--- config.mk ---
export PLATFORM = sky130hd
export DESIGN_NAME = serv_mtimer
export DESIGN_NICKNAME = d
export VERILOG_FILES = /design/src/rtl/serv_mtimer.sv
export SDC_FILE = /design/constraint.sdc
export NUM_CORES = 1
export LEC_CHECK = 0
export BUFFER_PORTS_ARGS = -buffer_cell sky130_fd_sc_hd__buf_2
export CAP_MARGIN = 25
export CORE_UTILIZATION = 30
export DETAILED_ROUTE_END_ITERATION = 10
export PLACE_DENSITY = 0.56
export SKIP_CTS_REPAIR_TIMING = 1
export SYNTH_ARGS = -nofsm -noshare
export SYNTH_HDL_FRONTEND = slang
export SYNTH_SLANG_ARGS = --single-unit
--- constraint.sdc ---
create_clock -name i_clk -period 2.5 [get_ports i_clk]
set_clock_uncertainty 0.2 [all_clocks]
set_input_delay 0.125 -clock i_clk [delete_from_list [all_inputs] [get_ports i_clk]]
set_output_delay 0.125 -clock i_clk [all_outputs]
set_load 0.05 [all_outputs]
--- src/rtl/serv_mtimer.sv ---
// RISC-V machine timer (mtime/mtimecmp) behind a Wishbone slave port.
// Runs on the free-running clock so mtime advances and can wake a halted core.
module serv_mtimer #(
  parameter int WIDTH          = 32,
  parameter int PRESCALE_BITS  = 0,
  parameter     RESET_STRATEGY = "MINI"
) (
  input  logic        i_clk,
  input  logic        i_rst,
  input  logic        i_wb_cyc,
  input  logic        i_wb_we,
  input  logic [1:0]  i_wb_adr,
  input  logic [31:0] i_wb_dat,
  input  logic [3:0]  i_wb_sel,
  output logic [31:0] o_wb_rdt,
  output logic        o_wb_ack,
  output logic        o_timer_irq
);

  localparam bit          RST_DATA = (RESET_STRATEGY != "NONE");
  localparam bit          HI_EN    = (WIDTH == 64);
  // Storage is always 64 bits wide; the mask pins the upper word to zero for WIDTH = 32.
  localparam logic [63:0] MASK     = HI_EN ? {64{1'b1}} : 64'h0000_0000_ffff_ffff;

  logic [63:0] mtime_q, mtime_d;
  logic [63:0] mtimecmp_q, mtimecmp_d;
  logic [31:0] rdt_q, rdt_d;
  logic        ack_q, ack_d;
  logic        irq_q, irq_d;
  logic        tick;
  logic        access, wr;
  logic        wr_time_lo, wr_time_hi, wr_cmp_lo, wr_cmp_hi;

  function automatic logic [31:0] byte_merge(input logic [31:0] old_v,
                                             input logic [31:0] new_v,
                                             input logic [3:0]  sel);
    logic [31:0] res;
    for (int b = 0; b < 4; b++) begin
      res[8*b +: 8] = sel[b] ? new_v[8*b +: 8] : old_v[8*b +: 8];
    end
    return res;
  endfunction

  generate
    if (PRESCALE_BITS == 0) begin : g_no_prescale
      assign tick = 1'b1;
    end else begin : g_prescale
      logic [PRESCALE_BITS-1:0] presc_q;
      always_ff @(posedge i_clk) begin
        if (i_rst && RST_DATA) presc_q <= '0;
        else                   presc_q <= presc_q + 1'b1;
      end
      assign tick = &presc_q;
    end
  endgenerate

  // One commit slot per transaction: the cycle before ack is raised.
  always_comb begin
    access     = i_wb_cyc & ~ack_q;
    wr         = access & i_wb_we;
    wr_time_lo = wr & (i_wb_adr == 2'd0);
    wr_time_hi = wr & (i_wb_adr == 2'd1) & HI_EN;
    wr_cmp_lo  = wr & (i_wb_adr == 2'd2);
    wr_cmp_hi  = wr & (i_wb_adr == 2'd3) & HI_EN;
  end

  // A bus write to mtime replaces that cycle's increment for the whole counter.
  always_comb begin
    mtime_d = mtime_q;
    if (wr_time_lo || wr_time_hi) begin
      if (wr_time_lo) mtime_d[31:0]  = byte_merge(mtime_q[31:0],  i_wb_dat, i_wb_sel);
      if (wr_time_hi) mtime_d[63:32] = byte_merge(mtime_q[63:32], i_wb_dat, i_wb_sel);
    end else if (tick) begin
      mtime_d = mtime_q + 64'd1;
    end
    mtime_d = mtime_d & MASK;

    mtimecmp_d = mtimecmp_q;
    if (wr_cmp_lo) mtimecmp_d[31:0]  = byte_merge(mtimecmp_q[31:0],  i_wb_dat, i_wb_sel);
    if (wr_cmp_hi) mtimecmp_d[63:32] = byte_merge(mtimecmp_q[63:32], i_wb_dat, i_wb_sel);
    mtimecmp_d = mtimecmp_d & MASK;
  end

  always_comb begin
    rdt_d = rdt_q;
    if (access) begin
      case (i_wb_adr)
        2'd0:    rdt_d = mtime_q[31:0];
        2'd1:    rdt_d = HI_EN ? mtime_q[63:32] : 32'd0;
        2'd2:    rdt_d = mtimecmp_q[31:0];
        default: rdt_d = HI_EN ? mtimecmp_q[63:32] : 32'd0;
      endcase
    end
    ack_d = i_wb_cyc & ~ack_q;
    irq_d = (mtime_q & MASK) >= (mtimecmp_q & MASK);
  end

  always_ff @(posedge i_clk) begin
    if (i_rst && RST_DATA) begin
      mtime_q    <= '0;
      mtimecmp_q <= MASK;
    end else begin
      mtime_q    <= mtime_d;
      mtimecmp_q <= mtimecmp_d;
    end
  end

  always_ff @(posedge i_clk) begin
    if (i_rst) begin
      ack_q <= 1'b0;
      irq_q <= 1'b0;
    end else begin
      ack_q <= ack_d;
      irq_q <= irq_d;
    end
  end

  always_ff @(posedge i_clk) begin
    rdt_q <= rdt_d;
  end

  assign o_wb_rdt    = rdt_q;
  assign o_wb_ack    = ack_q;
  assign o_timer_irq = irq_q;

endmodule

==> impl_metrics.ini <==
[outcome]
status = complete, no violations

[timing]
hold_violations = 0
maxSlewHeadroom = 0.628
max_freq_mhz = 432
fin_ws_ns = 0.184
tns_ns = 0
finalCritPeriodShare = 0.927
fin_crit_ns = 2.32
rsz0062_at_grt = false
setup_viol = 0
worst_slew_pin_slew_ns = 0.558
maxSlewViolCount = 0

[clock_network]
cts_buffers = 9
cts.sinks = 98
cts_buffer_depth = 2
cts_root_buf = clkbuf_16
clk_pin_slew_worst_paths_ns = 0.07
htree_num_levels = 3
cts_tree = done
worstSkewPairLatency_ns = 0.36

[grt]
grt_pass1_wl_mm = 23.2
grt_pass1_vias = 4551
grt_max_degree = 34
grt-ovfl-total = 0
grt_usage = 0.165
antenna_found_initial = 0

[yosys]
async_flop_share = 0
synth_edf_count = 32
synth_area_per_cell_um2 = 9.20
synthCells = 571
seq_area_frac_synth = 0.435
synth.distinct_cells = 54
synth.cell_area_mm2 = 0.00525
yosysWarningCount = 0
syn_nets = 646
synth_ff_type = dfxtp_1
yosys_register_bits = 98

[final_layout]
final_nets = 759
layout_commonest_cell = buf_2
fin_cells = 914
diodes = 0
area_growth_pct = 26.0
final_cell_mix = buf_2 (75), nand2_1 (69), dfxtp_1 (66)
drive_gt1_frac = 0.184

[worst_setup_path]
crit_required_ns = 2.59
end_kind = flip-flop
crit_slowest_cell = or4_1
path_buf_inv = 0
arrival_ns = 2.41
slowest_delay_ns = 0.49
cpLargestDelayFamily = simple AND/OR/NAND/NOR gates
worst-path-max-fanout = 6
critical_path_class = reg2reg
cp-start-kind = flip-flop
path_cells = ha_1 -> nand3_1 -> a211oi_4 -> nand2_1 -> or4_1 -> a31oi_1

[floorplanning]
die_w_um = 134
die_area_mm2 = 0.0180
ios = 76
core_mm2 = 0.0172
die_h_um = 134
rows = 48
start_util = 0.306

[routing]
routed_wl_mm = 14.2
vias_per_cell = 5.12
drt_iter0_drc = 232
firstDrtPassIters = 4
wl_per_cell_um = 15.6
ant_nets = 0
vias = 4680
drc = 0

[placed_design]
place_inst = 864
hpwl_mm = 10.7
gp_routability_congestion = 0.884
io_buffer_count = 75
post-place-ws_ns = 0.202

[min_path]
hold_path.class = in2reg

[pwr]
power.total_mw = 3.62
p_leak_nw = 2.99
peakVddDrop_uv = 309
powerDensity_mw_per_mm2 = 548

[flow_run]
drv_cap = 0
==> per-stage QoR <==
step	utilization	hold slack, ns	area, µm²
6_report	0.385	0.0530	6620
2_1_floorplan	-	0.0610	5250
3_3_place_gp	0.348	0.171	5990
3_5_place_dp	0.348	0.175	5990
5_1_grt	0.385	0.0800	6620
4_1_cts	0.366	-0.203	6280
==> worst reg2reg max path, stage by stage, from the launching register on <==
cell	delay (ns)
dfxtp_1	0.44
ha_1	0.24
nand3_1	0.20
a211oi_4	0.37
nand2_1	0.16
or4_1	0.49
a31oi_1	0.16
==> power by group <==
group	switching, mW	leakage (nW)	internal [mW]
registers	0.0341	0.854	1.71
logic	0.298	1.99	0.166
clock network	0.645	0.146	0.775
total	0.977	2.99	2.65
==> cells in the mapped netlist (3+ instances only) <==
cell type	instances	area, µm²
nand2_1	69	259
edfxtp_1	32	961
or3_1	7	43.8
and4_1	6	52.6
a21o_1	4	30.0
mux2i_1	33	330
and3_1	17	106
nand3_1	25	125
inv_1	37	139
dfxtp_1	66	1320
o311ai_0	4	35.0
or4_1	3	22.5
a221o_1	3	30.0
a21oi_1	27	135
buf_2	4	20.0
nor3_1	5	25.0
clkbuf_1	24	90.1
o211ai_1	37	278
ha_1	33	413
nand4_1	9	56.3
o21ai_0	13	65.1
nor2_1	51	191
a311oi_1	6	52.6
a31oi_1	16	100
o221ai_1	4	35.0
==> worst paths after layout <==
path                          startpoint                     endpoint  slack [ns]  depth (start not counted)
max              mtime_q[1]$_SDFFE_PP0P_     mtime_q[14]$_SDFFE_PP0P_        0.18                          6
min                          i_wb_sel[2]     mtime_q[16]$_SDFFE_PP0P_        0.05                          4
max reg2reg      mtime_q[1]$_SDFFE_PP0P_     mtime_q[14]$_SDFFE_PP0P_        0.18                          6
min reg2reg  mtimecmp_q[25]$_SDFFE_PP1P_  mtimecmp_q[25]$_SDFFE_PP1P_        0.32                          2
==> flip-flops by register name, summed over array words and instances (netlist names) <==
signal       count
o_timer_irq      1
mtimecmp_q      32
o_wb_ack         1
mtime_q         32
o_wb_rdt        32
==> layout make-up <==
cell class / instances / area, µm²
tap: 225 / 282
clock buffer: 9 / 225
timing repair buffer: 131 / 893
fill: 1776 / 10600
multi-input combinational: 406 / 2730
clock inverter: 7 / 67.6
sequential: 98 / 2280
inverter: 38 / 143
==> cells by family after synthesis <==
group           synth area share
simple gates               0.202
buf+inv                   0.0488
mux                       0.0650
compound gates             0.171
fa+ha+maj                 0.0786
flops                      0.435
==> routing by layer <==
layer | part of all wire | vias up | track usage
met2 | 0.47 | 120 | 0.269
met5 | 0 | - | 0
met3 | 0.042 | 18 | 0.0287
met1 | 0.47 | 2207 | 0.209
li1 | - | 2335 | -
met4 | 0.020 | 0 | 0.0805
Note: power is estimated with default switching activity, not from simulation.
